$ cat config.mk
export PLATFORM = sky130hd
export DESIGN_NAME = front_panel_dumper
export DESIGN_NICKNAME = d
export VERILOG_FILES = /design/src/rtl/front_panel_dumper.sv
export SDC_FILE = /design/constraint.sdc
export NUM_CORES = 1
export LEC_CHECK = 0
export ABC_AREA = 1
export CAP_MARGIN = 20
export CORE_UTILIZATION = 50
export CTS_CLUSTER_SIZE = 20
export DETAILED_ROUTE_END_ITERATION = 7
export PLACE_DENSITY = 0.87
export SYNTH_ARGS = -nofsm -noshare
export SYNTH_HDL_FRONTEND = slang
export SYNTH_SLANG_ARGS = --single-unit
export TNS_END_PERCENT = 20
$ cat constraint.sdc
create_clock -name clock -period 5.74 [get_ports clock]
set_input_delay 0.574 -clock clock [delete_from_list [all_inputs] [get_ports clock]]
set_output_delay 0.574 -clock clock [all_outputs]
set_load 0.05 [all_outputs]
$ cat src/rtl/front_panel_dumper.sv
// Drives a PDP-8 style front panel to read a range of memory words and streams them out.
// Optional DUMP_CHECKSUM_EN adds a mod-4096 running sum of the transferred words.
module front_panel_dumper #(
    parameter int HOLD_CYCLES   = 10,
    parameter int SETTLE_CYCLES = 30
) (
    input  logic        clock,
    input  logic        resetN,
    input  logic        start,
    input  logic [11:0] start_addr,
    input  logic [11:0] end_addr,
    output logic [11:0] sw,
    output logic        load_pc_btn,
    output logic        examine_btn,
    input  logic [11:0] led,
    output logic        out_valid,
    input  logic        out_ready,
    output logic [11:0] out_addr,
    output logic [11:0] out_data,
    output logic        busy,
    output logic        done
`ifdef DUMP_CHECKSUM_EN
    ,
    output logic [11:0] checksum
`endif
);

    localparam int MAX_CYCLES = (HOLD_CYCLES > SETTLE_CYCLES) ? HOLD_CYCLES : SETTLE_CYCLES;
    localparam int CW         = (MAX_CYCLES > 1) ? $clog2(MAX_CYCLES + 1) : 1;
    localparam logic [CW-1:0] HOLD_LAST   = CW'(HOLD_CYCLES - 1);
    localparam logic [CW-1:0] SETTLE_LAST = CW'(SETTLE_CYCLES - 1);

    typedef enum logic [3:0] {
        IDLE,
        SET_SW,
        PRESS_LPC,
        REL_LPC,
        PRESS_EX,
        REL_EX,
        SETTLE,
        EMIT,
        FINISH
    } state_t;

    state_t        state;
    state_t        next_state;
    logic [CW-1:0] phase_cnt;
    logic [11:0]   addr;
    logic [12:0]   remaining;
    logic          hold_done;
    logic          settle_done;
    logic          accept;
    logic          xfer;

    always_comb begin
        next_state  = state;
        hold_done   = (phase_cnt == HOLD_LAST);
        settle_done = (phase_cnt == SETTLE_LAST);
        accept      = 1'b0;
        xfer        = 1'b0;
        load_pc_btn = 1'b0;
        examine_btn = 1'b0;
        out_valid   = 1'b0;
        busy        = 1'b1;
        done        = 1'b0;
        case (state)
            IDLE: begin
                busy = 1'b0;
                if (start) begin
                    accept     = 1'b1;
                    next_state = SET_SW;
                end
            end
            SET_SW: begin
                if (hold_done) next_state = PRESS_LPC;
            end
            PRESS_LPC: begin
                load_pc_btn = 1'b1;
                if (hold_done) next_state = REL_LPC;
            end
            REL_LPC: begin
                if (hold_done) next_state = PRESS_EX;
            end
            PRESS_EX: begin
                examine_btn = 1'b1;
                if (hold_done) next_state = REL_EX;
            end
            REL_EX: begin
                if (hold_done) next_state = SETTLE;
            end
            SETTLE: begin
                if (settle_done) next_state = EMIT;
            end
            EMIT: begin
                out_valid = 1'b1;
                if (out_ready) begin
                    xfer = 1'b1;
                    // The panel auto-increments its PC on examine, so no reload between words
                    next_state = (remaining == 13'd1) ? FINISH : PRESS_EX;
                end
            end
            FINISH: begin
                done       = 1'b1;
                next_state = IDLE;
            end
            default: next_state = IDLE;
        endcase
    end

    always_ff @(posedge clock) begin
        if (!resetN) begin
            state     <= IDLE;
            phase_cnt <= '0;
            addr      <= '0;
            remaining <= '0;
            sw        <= '0;
            out_addr  <= '0;
            out_data  <= '0;
        end else begin
            state <= next_state;
            if (next_state != state || state == IDLE || state == EMIT || state == FINISH)
                phase_cnt <= '0;
            else
                phase_cnt <= phase_cnt + 1'b1;
            if (accept) begin
                addr      <= start_addr;
                sw        <= start_addr;
                remaining <= {1'b0, end_addr - start_addr} + 13'd1;
            end
            if (state == SETTLE && settle_done) begin
                out_data <= led;
                out_addr <= addr;
            end
            if (xfer) begin
                addr      <= addr + 12'd1;
                remaining <= remaining - 13'd1;
            end
        end
    end

`ifdef DUMP_CHECKSUM_EN
    always_ff @(posedge clock) begin
        if (!resetN)
            checksum <= '0;
        else if (accept)
            checksum <= '0;
        else if (xfer)
            checksum <= checksum + out_data;
    end
`endif

endmodule

# Yosys cells after proc, flatten, opt, wreduce, memory -nomap -nowiden
# Cells that the tools add are included.
[totals]
reg_bits = 70
inputBits = 40
out_inout_bits = 41
elab_cells = 55
[op_classes]
n_addsub = 5
eq_ne = 12
n_mux = 23
n_bitwise = 1
n_reduce_logical = 7
[ops]
columns = ["op", "count"]
rows = [
  ["$mux 4", 9],
  ["$pmux 4 s8", 1],
  ["$mux 13", 2],
  ["$mux 12", 2],
  ["$eq 4x3->1 const B", 4],
  ["$add 12x1->13 const B", 1],
  ["$eq 13x1->1 const B", 1],
  ["$sub 13x1->13 const B", 1],
  ["$add 12x1->12 const B", 1],
  ["$sub 12x12->12", 1],
  ["$mux 1", 9],
  ["$eq 4x2->1 const B", 2],
  ["$add 5x1->5 const B", 1],
  ["$eq 5x4->1 const B", 1],
  ["$eq 5x5->1 const B", 1],
  ["$eq 4x1->1 const B", 1],
  ["$eq 4x4->1 const B", 1],
  ["$logic_not 4->1", 1],
  ["$ne 4x4->1", 1],
  ["$logic_or 1x1->1", 3],
  ["$reduce_bool 2->1", 1],
  ["$reduce_or 2->1", 1],
  ["$logic_and 1x1->1", 1],
  ["$not 1->1", 1],
]

# Longest topological paths before layout
# Gate-level depths: netlist (run 1).
[depth]
ltp_word = 9
depth_mapped = 17
mapped_depth_nobuf = 17

# Worst setup path before layout (run 1)
# OpenSTA, ideal clock, no wires.
[synth_path]
path_type = "input-to-reg"
start = "input end_addr[0]"
end = "register remaining[10]"
setup_time_ps = 70
arrival_time_ps = 2277
slack_ps = 3393
cell_stages = 15
path_buffers = 0
cell_sequence = "inv_1 > ha_1 > inv_1 > fa_1 > ha_1 > inv_1 > nor2_2 > nand3_2 > nor2_4 > nand3_2 > nor2_2 > nand2_1 > nand2_1 > nand3_1 > a21oi_1"
[synth_via]
elab_chain_len = 4
[synth_lines]
columns = ["element", "line_no", "source"]
rows = [
  ["start, declared", "11", "input logic [11:0] end_addr,"],
  ["$sub 12x12->12", "128", "remaining <= {1'b0, end_addr - start_addr} + 13'd1;"],
  ["$add 12x1->13", "128", ""],
  ["$mux 13", "125", "if (accept) begin"],
  ["$mux 13", "134", "if (xfer) begin"],
  ["end signal, assigned", "128", ""],
  ["end signal, assigned", "136", "remaining <= remaining - 13'd1;"],
  ["end, declared", "49", "logic [12:0] remaining;"],
]
# Every way passes these cells. The select of a mux whose other input is x is not followed.
# A chain may end at the register's enable or synchronous reset.

# Worst setup path in the final report (run 1)
[layout_path]
start = "input start_addr[0]"
end = "register remaining[10]"
[layout_via]
elab_chain_len = 4
[layout_lines]
columns = ["element", "line_no", "source"]
rows = [
  ["start, declared", "10", "input logic [11:0] start_addr,"],
  ["$sub 12x12->12", "128", ""],
  ["$add 12x1->13", "128", ""],
  ["$mux 13", "125", ""],
  ["$mux 13", "134", ""],
]
# Every way passes these cells. The select of a mux whose other input is x is not followed.

==> results.sh, run 1 <==
export IMPL_outcome="finished clean"
export IMPL_crit_type="input port to flop"
export IMPL_cts_made_buffers=9
export IMPL_fin_setup_tns_ns=0
export IMPL_grt_pass1_wl_um=17300
export IMPL_hp_class="flop to flop"
export IMPL_min_period_over_period_pct=46.6
export IMPL_routedWlPerCell_um=13.2
export IMPL_grt_pass1_vias=3986
export IMPL_rsz0062_at_grt="no"
export IMPL_hold_viol=0
export IMPL_start_kind="input port"
export IMPL_drtIter0Drc=240
export IMPL_cp_max_fo=4
export IMPL_antenna_cells=0
export IMPL_yosysUniqueCellTypes=36
export IMPL_dp_hpwl_um=7890
export IMPL_antenna_found_initial=0
export IMPL_dr_pass1_iters=5
export IMPL_holdPathEnd="sw[8]"
export IMPL_yosysTopAreaCell="dfxtp_1"
export IMPL_finalSetupViolations=0
export IMPL_synth_nets=683
export IMPL_start_util_pct=52.5
export IMPL_die_area_um2=8600
export IMPL_vias=4363
export IMPL_core_area_um2=7850
export IMPL_ant_nets=0
export IMPL_final_area_um2=5180
export IMPL_finalWorstSetupSlack_ns=3.06
export IMPL_viasPerCell=5.41
export IMPL_slew_headroom_pct=45.3
export IMPL_skew_ns=0.00935
export IMPL_fill_cells=691
export IMPL_syn_area_per_cell_um2=6.59
export IMPL_synth_top_area_share_pct=34.0
export IMPL_clk_latency_ns=0.35
export IMPL_root_buffer="clkbuf_8"
export IMPL_whs_path_depth=2
export IMPL_cts_sinks=70
export IMPL_reg2reg_depth=9
export IMPL_drc_errors=0
export IMPL_synthTopCellsByArea="dfxtp_1 (34%), nand2_1 (13%), nor2_1 (7.8%)"
export IMPL_grt_max_degree=44
export IMPL_die_x_um=92.7
export IMPL_reg2reg_from="state[3]"
export IMPL_worstPathRequired_ns=6.03
export IMPL_synth_area_um2=4120
export IMPL_overflow=0
export IMPL_cts_tree="yes"
export IMPL_ioPinCount=81
export IMPL_synthCells=625
export IMPL_synthesis_yosys_warnings=0
export IMPL_rows=32
export IMPL_powerDensity_nw_per_um2=242
export IMPL_cap_violations=0
export IMPL_slew_violations=0
export IMPL_layout_drive_gt1_share_pct=4.26
export IMPL_cts_setup_buffers=0
export IMPL_crit_path_end_kind="flop"
export IMPL_syn_to_final_growth_pct=25.8
export IMPL_gp_congestion=0.898
export IMPL_min_period_ns=2.68
export IMPL_synth_seq_cells=70
export IMPL_grt_total_usage_pct=25.1
export IMPL_dp_slack_ns=2.71
export IMPL_ys_seq_area_share_pct=34.0
export IMPL_placed_cell_area_um2=4960
export IMPL_ctsHtreeMaxLevel=3
export IMPL_cts_buffer_depth=2
export IMPL_peakVddDrop_mv=0.110
export IMPL_fp_dieH_um=92.7
export IMPL_num_nets_final=757
export IMPL_tightest_slew_ns=0.819
export IMPL_r2r_slack_ns=3.31
export IMPL_fmax_ghz=0.374
export IMPL_clkTransAtPathRegs_ns=0.07
export IMPL_hold_buffers=0
export IMPL_worstPathArrival_ns=2.96
export IMPL_r2r_end="remaining[1]"
export IMPL_port_buffers=80
export IMPL_power_leakage_nw=2.24
export IMPL_cts_resized=0
export IMPL_drt_total_wl_um=10600
export IMPL_hold_start="sw[8]"
## cell usage after synthesis, drive strengths merged
cell    count
a41o        1
xor2       12
ha         17
dfxtp      70
nor2       93
o21a        1
fa          1
clkbuf     13
o21bai      3
a311oi      1
a21oi      44
clkinv      1
o21ai      55
nor3b       1
a21boi      2
o31ai       3
a31oi      10
buf         7
a221oi      3
nand4       6
nand2     144
nor4        1
o22ai       1
nor3        7
xnor2       1
nand3      44
inv        77
nand3b      6
## registers in the layout (all words and copies together), names as in the netlist
signal and cells:
out_data 12, state 4, addr 12, remaining 13, out_addr 12, sw 12, phase_cnt 5
## report_power, final
group | switching, mW | internal [mW] | leakage, nW | total [mW]
sequential | 0.0174 | 0.507 | 0.571 | 0.524
clock | 0.182 | 0.257 | 0.104 | 0.440
combinational | 0.181 | 0.107 | 1.57 | 0.288
total | 0.381 | 0.872 | 2.24 | 1.25
## metal layers
metal / GRT usage (%) / wire length (um) / share of wire [%]
met1: 29.1 / 4440 / 42
met2: 44.6 / 5200 / 49
met3: 4.76 / 732 / 6.9
met4: 11.2 / 240 / 2.3
met5: 0 / 0 / 0
## layout by cell type, fill, tap and decap left out, types with 3 or more instances in the layout
cell / instances
nand2_1: 142
nor2_1: 86
clkdlybuf4s50_1: 80
inv_1: 77
dfxtp_1: 70
o21ai_0: 55
a21oi_1: 43
nand3_1: 42
ha_1: 17
xor2_1: 12
a31oi_1: 10
clkbuf_8: 10
nor3_1: 7
nand4_1: 6
nand3b_1: 6
nor2_2: 5
o31ai_1: 3
o21bai_1: 3
clkbuf_1: 3
buf_4: 3
## how the worst max path moves through the flow
stage	from	to	slack, ns	cells after the start
floorplan	end_addr[0]	remaining[10]	3.39	15
global placement	start_addr[0]	remaining[10]	2.80	15
detailed placement	start_addr[0]	remaining[10]	2.71	15
CTS	start_addr[0]	remaining[10]	3.07	15
global route	start_addr[0]	remaining[9]	2.83	15
finish	start_addr[0]	remaining[10]	3.06	15
## kinds of logic (layout without fill, tap and decap cells)
group,Yosys count,count (layout),share of synthesized area (%)
buffers and inverters,98,177,9.67
AO/OA/AOI/OAI,124,124,16.7
flip-flops,70,70,34.0
XOR/XNOR,13,13,2.77
adder cells (fa/ha/maj),18,18,5.65
AND/OR/NAND/NOR,302,302,31.2
## worst max-delay path, cell delays in order
cell and delay (ns):
clkdlybuf4s50_1 0.50, ha_1 0.15, inv_1 0.08, fa_1 0.51, ha_1 0.15, inv_1 0.05, nor2_2 0.13, nand3_2 0.11
nor2_4 0.12, nand3_2 0.09, nor2_2 0.16, nand2_1 0.08, nand2_1 0.07, nand3_1 0.06, a21oi_1 0.12
## layout make-up
| class | count | area, um2 | area share (%) |
|---|---|---|---|
| clock buffers | 13 | 149 | 2.87 |
| clock inverters | 3 | 67.6 | 1.30 |
| inverters | 78 | 294 | 5.68 |
| multi-input cells | 457 | 2320 | 44.7 |
| flip-flops and latches | 70 | 1400 | 27.1 |
| well taps | 102 | 128 | 2.46 |
| repair buffers | 83 | 823 | 15.9 |
## stage by stage
| step | hold WS, ns | instances | power [mW] | utilization [%] |
|---|---|---|---|---|
| floorplan | 0.433 | 625 | 0.732 | - |
| global placement | 0.449 | 790 | 0.809 | 63.2 |
| detailed placement | 0.456 | 790 | 0.818 | 63.2 |
| CTS | 0.468 | 806 | 1.25 | 66.0 |
| global route | 0.484 | 806 | 1.31 | 66.0 |
| finish | 0.466 | 806 | 1.25 | 66.0 |
Note: power is estimated with default switching activity, not from simulation.
==> run 2: changes to the inputs <==
Settings changed: CORE_UTILIZATION 50 to 47, PLACE_DENSITY 0.87 to 0.86.
Clock period 5.74 ns to 2.2 ns, I/O delays scaled along.
==> run 2 against run 1 <==
Effect of this change: routed wire length up 4.7%; die area is 6.2% higher; cell area grew 8.1%; critical path type is now flop to output port; global-route usage fell by 0.50 points; largest cell class unchanged; sequential share of layout area shrank 2.0 points; sequential power grew to 2.6 times the previous value; combinational power increased to 3.1 times the previous value; highest routed layer unchanged; non-clock buffer count grew 40.
==> results.sh, run 2 (synthesized netlist as in run 1, its figures left out) <==
export IMPL_min_period_ns=2.11
export IMPL_final_common_cell="nand2_1"
export IMPL_ioPinCount=81
export IMPL_vias=4503
export IMPL_viasPerCell=5.30
export IMPL_cp_max_fo=6
export IMPL_syn_to_final_growth_pct=36.0
export IMPL_reg2reg_depth=9
export IMPL_grt_pass1_vias=4181
export IMPL_clk_latency_ns=0.36
export IMPL_slew_headroom_pct=65.3
export IMPL_hp_class="input port to flop"
export IMPL_grt_total_usage_pct=24.6
export IMPL_p_comb_share_pct=25.6
export IMPL_drtIter0Drc=295
export IMPL_crit_slowest_cell="clkdlybuf4s50_1"
export IMPL_cts_made_buffers=9
export IMPL_skew_ns=0.00945
export IMPL_fin_hold_ws_ns=0.337
export IMPL_top_register="remaining"
export IMPL_r2r_end="addr[11]"
export IMPL_dr_pass1_iters=5
export IMPL_clkTransAtPathRegs_ns=0.08
export IMPL_hold_viol=0
export IMPL_crit_path_end_kind="output port"
export IMPL_powerDensity_nw_per_um2=615
export IMPL_outcome="finished clean"
export IMPL_drc_errors=0
export IMPL_power_mw=3.44
export IMPL_worstPathArrival_ns=1.89
export IMPL_final_cell_mix="nand2_1 (138), nor2_1 (84), inv_1 (74), clkdlybuf4s50_1 (74), dfxtp_1 (70)"
export IMPL_netSwitchingFraction_pct=31.4
export IMPL_cap_violations=0
export IMPL_cts_sinks=70
export IMPL_die_x_um=95.6
export IMPL_core_area_um2=8340
export IMPL_tightest_slew_ns=0.519
export IMPL_fmax_ghz=0.475
export IMPL_grt_pass1_wl_um=17800
export IMPL_r2r_slack_ns=0.24
export IMPL_slew_violations=0
export IMPL_rsz0062_at_grt="yes"
export IMPL_final_cells=849
export IMPL_power_leakage_nw=2.49
export IMPL_peakVddDrop_mv=0.303
export IMPL_fp_dieH_um=95.6
export IMPL_ctsHtreeMaxLevel=3
export IMPL_endpoint="busy"
export IMPL_overflow=0
export IMPL_drt_total_wl_um=11100
export IMPL_crit_type="flop to output port"
export IMPL_num_nets_final=797
export IMPL_antenna_found_initial=0
export IMPL_dp_slack_ns=-0.433
export IMPL_worstPathRequired_ns=1.98
export IMPL_layout_drive_gt1_share_pct=12.1
export IMPL_antenna_cells=0
export IMPL_start_util_pct=49.4
export IMPL_cts_tree="yes"
export IMPL_finalWorstSetupSlack_ns=0.0944
export IMPL_min_period_over_period_pct=95.7
export IMPL_slowest_delay_ns=0.80
export IMPL_dp_cells=831
export IMPL_start_kind="flop"
export IMPL_path_cells="inv_1 > nand2_1 > inv_1 > nand2_1 > clkdlybuf4s50_1"
export IMPL_power_frac_seq_pct=39.8
export IMPL_gp_congestion=0.875
export IMPL_largest_register_ffs=13
export IMPL_cts_buffer_depth=2
export IMPL_routedWlPerCell_um=13.1
export IMPL_p_sw_mw=1.08
export IMPL_reg2reg_from="state[0]"
export IMPL_clkPwrFrac_pct=34.7
export IMPL_ant_nets=0
export IMPL_rows=33
export IMPL_port_buffers=80
export IMPL_dp_hpwl_um=8320
export IMPL_crit_start="state[0]"
export IMPL_root_buffer="clkbuf_8"
export IMPL_grt_max_degree=43
export IMPL_p_int_mw=2.36
export IMPL_die_area_um2=9140
export IMPL_finalSetupViolations=0
-- run 2: repair_timing --
action,in CTS,in global routing
hold buffers,0,0
pin swaps,11,8
resized for setup,14,14
setup buffers,2,0
setup endpoints to repair,5,9
-- run 2: final cells by class --
| cell class | instances | area [um2] |
|---|---|---|
| Sequential cell | 70 | 1400 |
| Clock buffer | 10 | 138 |
| Clock inverter | 6 | 92.6 |
| Timing Repair Buffer | 123 | 1130 |
| Fill cell | 688 | 2740 |
| Multi-Input combinational cell | 457 | 2410 |
| Inverter | 78 | 294 |
| Tap cell | 105 | 131 |
-- run 2: critical path, delay by kind of cell, from the launching register on --
kind,cells,cell delay [ns]
AND/OR/NAND/NOR,2,0.15
flip-flops,1,0.43
buffers and inverters,3,0.94
-- run 2: layer usage --
metal / vias to the layer above / wire (um) / GRT usage (%)
li1: 2262 / - / -
met1: 2048 / 4510 / 27.4
met2: 163 / 5510 / 45.2
met3: 30 / 862 / 5.82
met4: 0 / 228 / 8.58
met5: - / 0 / 0
-- run 2: how the worst min path moves through the flow --
stage	startpoint	endpoint	slack, ns	cells past startpoint
6_report	start_addr[0]	sw[0]	0.34	3
5_1_grt	start_addr[0]	sw[0]	0.34	3
4_1_cts	start_addr[0]	sw[0]	0.33	3
3_5_place_dp	sw[2]	sw[2]	0.46	2
3_3_place_gp	phase_cnt[0]	phase_cnt[0]	0.44	1
2_1_floorplan	start_addr[11]	sw[11]	0.38	2
-- run 2: metrics by stage --
stage	utilization, %	cell area, um2	setup TNS, ns
2_1_floorplan	-	4120	0
4_1_cts	66.3	5530	0
3_5_place_dp	63.0	5250	-2.94
3_3_place_gp	63.0	5250	-2.13
6_report	67.1	5600	0
5_1_grt	67.1	5600	-0.0802
-- run 2: power by group through the flow --
stage / combinational, mW / sequential [mW] / clock, mW
floorplan: 0.478 / 1.43 / 0
global placement: 0.798 / 1.39 / 0
detailed placement: 0.825 / 1.40 / 0
CTS: 0.846 / 1.37 / 1.20
global route: 0.968 / 1.37 / 1.26
finish: 0.880 / 1.37 / 1.19
==> run 3: changes to the inputs <==
Settings changed: CORE_UTILIZATION 47 to 50, PLACE_DENSITY 0.86 to 0.87.
Clock period 2.2 ns to 2.16 ns, I/O delays scaled along.
==> run 3 against run 2 <==
Effect of this change: worst setup slack improved by 0.055 ns; power is 5.8% lower; global-route usage rose by 2.3 points; count of clock-buffer cells in the layout unchanged; cell area hardly changed; register-to-register slack got worse by 0.03 ns; largest cell class unchanged.
==> results.sh, run 3 (synthesized netlist as in run 1, its figures left out) <==
export IMPL_outcome="finished clean"
export IMPL_p_sw_mw=1.07
export IMPL_fp_dieH_um=92.7
export IMPL_min_period_over_period_pct=93.1
export IMPL_slowest_delay_ns=0.54
export IMPL_cp_common_cell="nor2_4"
export IMPL_final_common_cell="nand2_1"
export IMPL_overflow=0
export IMPL_start_kind="input port"
export IMPL_power_leakage_nw=2.49
export IMPL_grt_busiest_layer="met2"
export IMPL_worstPathArrival_ns=2.30
export IMPL_crit_path_end_kind="flop"
export IMPL_crit_start="end_addr[0]"
export IMPL_antenna_cells=0
export IMPL_netSwitchingFraction_pct=33.1
export IMPL_viasPerCell=5.39
export IMPL_ant_nets=0
export IMPL_routedWlPerCell_um=13.2
export IMPL_slew_violations=0
export IMPL_final_cell_mix="nand2_1 (135), nor2_1 (83), inv_1 (73)"
export IMPL_p_int_mw=2.17
export IMPL_drt_total_wl_um=11200
export IMPL_powerDensity_nw_per_um2=578
export IMPL_met1_usage_pct=31.2
export IMPL_port_buffers=80
export IMPL_hold_viol=0
export IMPL_hp_class="input port to flop"
export IMPL_fin_setup_tns_ns=0
export IMPL_reg2reg_from="state[0]"
export IMPL_gp_congestion=0.891
export IMPL_rows=32
export IMPL_hold_buffers=0
export IMPL_skew_ns=0.00748
export IMPL_cts_buffer_depth=2
export IMPL_largest_register_ffs=13
export IMPL_dr_pass1_iters=5
export IMPL_antenna_found_initial=0
export IMPL_start_util_pct=52.5
export IMPL_min_period_ns=2.01
export IMPL_grt_total_usage_pct=26.9
export IMPL_die_x_um=92.7
export IMPL_crit_type="input port to flop"
export IMPL_vias=4562
export IMPL_tightest_slew_ns=0.538
export IMPL_peakVddDrop_mv=0.303
export IMPL_crit_slowest_cell="fa_2"
export IMPL_cts_tree="yes"
export IMPL_layout_drive_gt1_share_pct=13.6
export IMPL_clkPwrFrac_pct=28.9
export IMPL_drc_errors=0
export IMPL_power_frac_seq_pct=43.0
export IMPL_path_cells="dlygate4sd2_1 > inv_1 > ha_2 > inv_2 > fa_2 > ha_2 > inv_2 > nor2_4 > nand3_2 > nor2_4 > nand3_4 > nor2_4 > nand2_1 > nand2_1 > nand3_1 > a21oi_2"
export IMPL_dp_hpwl_um=8320
export IMPL_die_area_um2=8600
export IMPL_core_area_um2=7850
export IMPL_worstPathRequired_ns=2.45
export IMPL_top_register="remaining"
export IMPL_fin_hold_ws_ns=0.230
export IMPL_finalSetupViolations=0
export IMPL_cts_sinks=70
export IMPL_grt_pass1_vias=4252
export IMPL_p_comb_share_pct=28.1
export IMPL_ioPinCount=81
export IMPL_fmax_ghz=0.497
export IMPL_rsz0062_at_grt="yes"
export IMPL_syn_to_final_growth_pct=36.1
export IMPL_cts_made_buffers=9
export IMPL_slew_headroom_pct=64.0
export IMPL_cp_max_fo=4
export IMPL_ctsHtreeMaxLevel=3
export IMPL_num_nets_final=797
export IMPL_grt_pass1_wl_um=18700
export IMPL_clk_latency_ns=0.35
export IMPL_cap_violations=0
export IMPL_drtIter0Drc=272
export IMPL_clkTransAtPathRegs_ns=0.07
export IMPL_grt_max_degree=43
export IMPL_use_met3_pct=3.94
export IMPL_grt_use_met2_pct=49.9
export IMPL_root_buffer="clkbuf_8"
export IMPL_hold_start="start_addr[1]"
## run 3: cell types whose count changed in the layout (fill, tap and decap cells not counted), moves of 2 or more
cell / previous run / this run
nand2_1: 138 / 135
clkinv_2: 1 / 4
ha_4: 3 / 6
ha_1: 12 / 9
bufinv_16: 2 / 0
clkdlybuf4s50_1: 74 / 71
nand2_2: 6 / 9
inv_6: 2 / 0
dlymetal6s2s_1: 3 / 5
## run 3: critical path, delay by kind of cell
family          cells  cell delay, ns
simple gates        8            0.71
compound gates      1            0.11
buf+inv             4            0.37
fa+ha+maj           3            0.88
## run 3: per-layer routing
| metal | share of wire (%) | up-vias |
|---|---|---|
| li1 | - | 2267 |
| met1 | 40 | 2096 |
| met2 | 51 | 175 |
| met3 | 6.6 | 24 |
| met4 | 2.1 | 0 |
| met5 | 0 | - |
## run 3: path summary, 6_finish.rpt
| check | endpoint | slack [ns] | cells past startpoint |
|---|---|---|---|
| hold reg to reg | sw[5] | 0.46 | 2 |
| hold / removal | sw[1] | 0.23 | 3 |
| setup / recovery | remaining[10] | 0.15 | 16 |
| setup reg to reg | addr[11] | 0.21 | 9 |
## run 3: final cells by class
type / count / area, um2
repair buffers: 123 / 1130
multi-input cells: 457 / 2470
inverters: 78 / 294
clock inverters: 6 / 37.5
fillers: 629 / 2240
clock buffers: 10 / 138
flip-flops and latches: 70 / 1400
well taps: 102 / 128
## run 3: power groups by stage
stage                     Sequential (mW)  Clock, mW  Combinational, mW
after floorplan                      1.46          0              0.486
after CTS                            1.39      0.956              0.852
after global placement               1.42          0              0.805
final                                1.39      0.937              0.912
after global routing                 1.40       1.01               1.01
after detailed placement             1.42          0              0.829
## run 3: metrics by stage
step | utilization (%) | setup WS [ns] | cell area, um2 | power [mW] | std cells
finish | 71.4 | 0.150 | 5600 | 3.24 | 846
global route | 71.4 | -0.0303 | 5600 | 3.42 | 846
CTS | 69.5 | 0.0426 | 5460 | 3.20 | 844
detailed placement | 66.7 | -0.457 | 5230 | 2.25 | 826
global placement | 66.7 | -0.389 | 5230 | 2.22 | 826
floorplan | - | 0.171 | 4120 | 1.95 | 625
## run 3: timing repair
action / CTS / global route
resized for setup: 15 / 28
endpoints found under the setup margin: 8 / 12
setup buffers: 2 / 2
pin swaps: 11 / 10
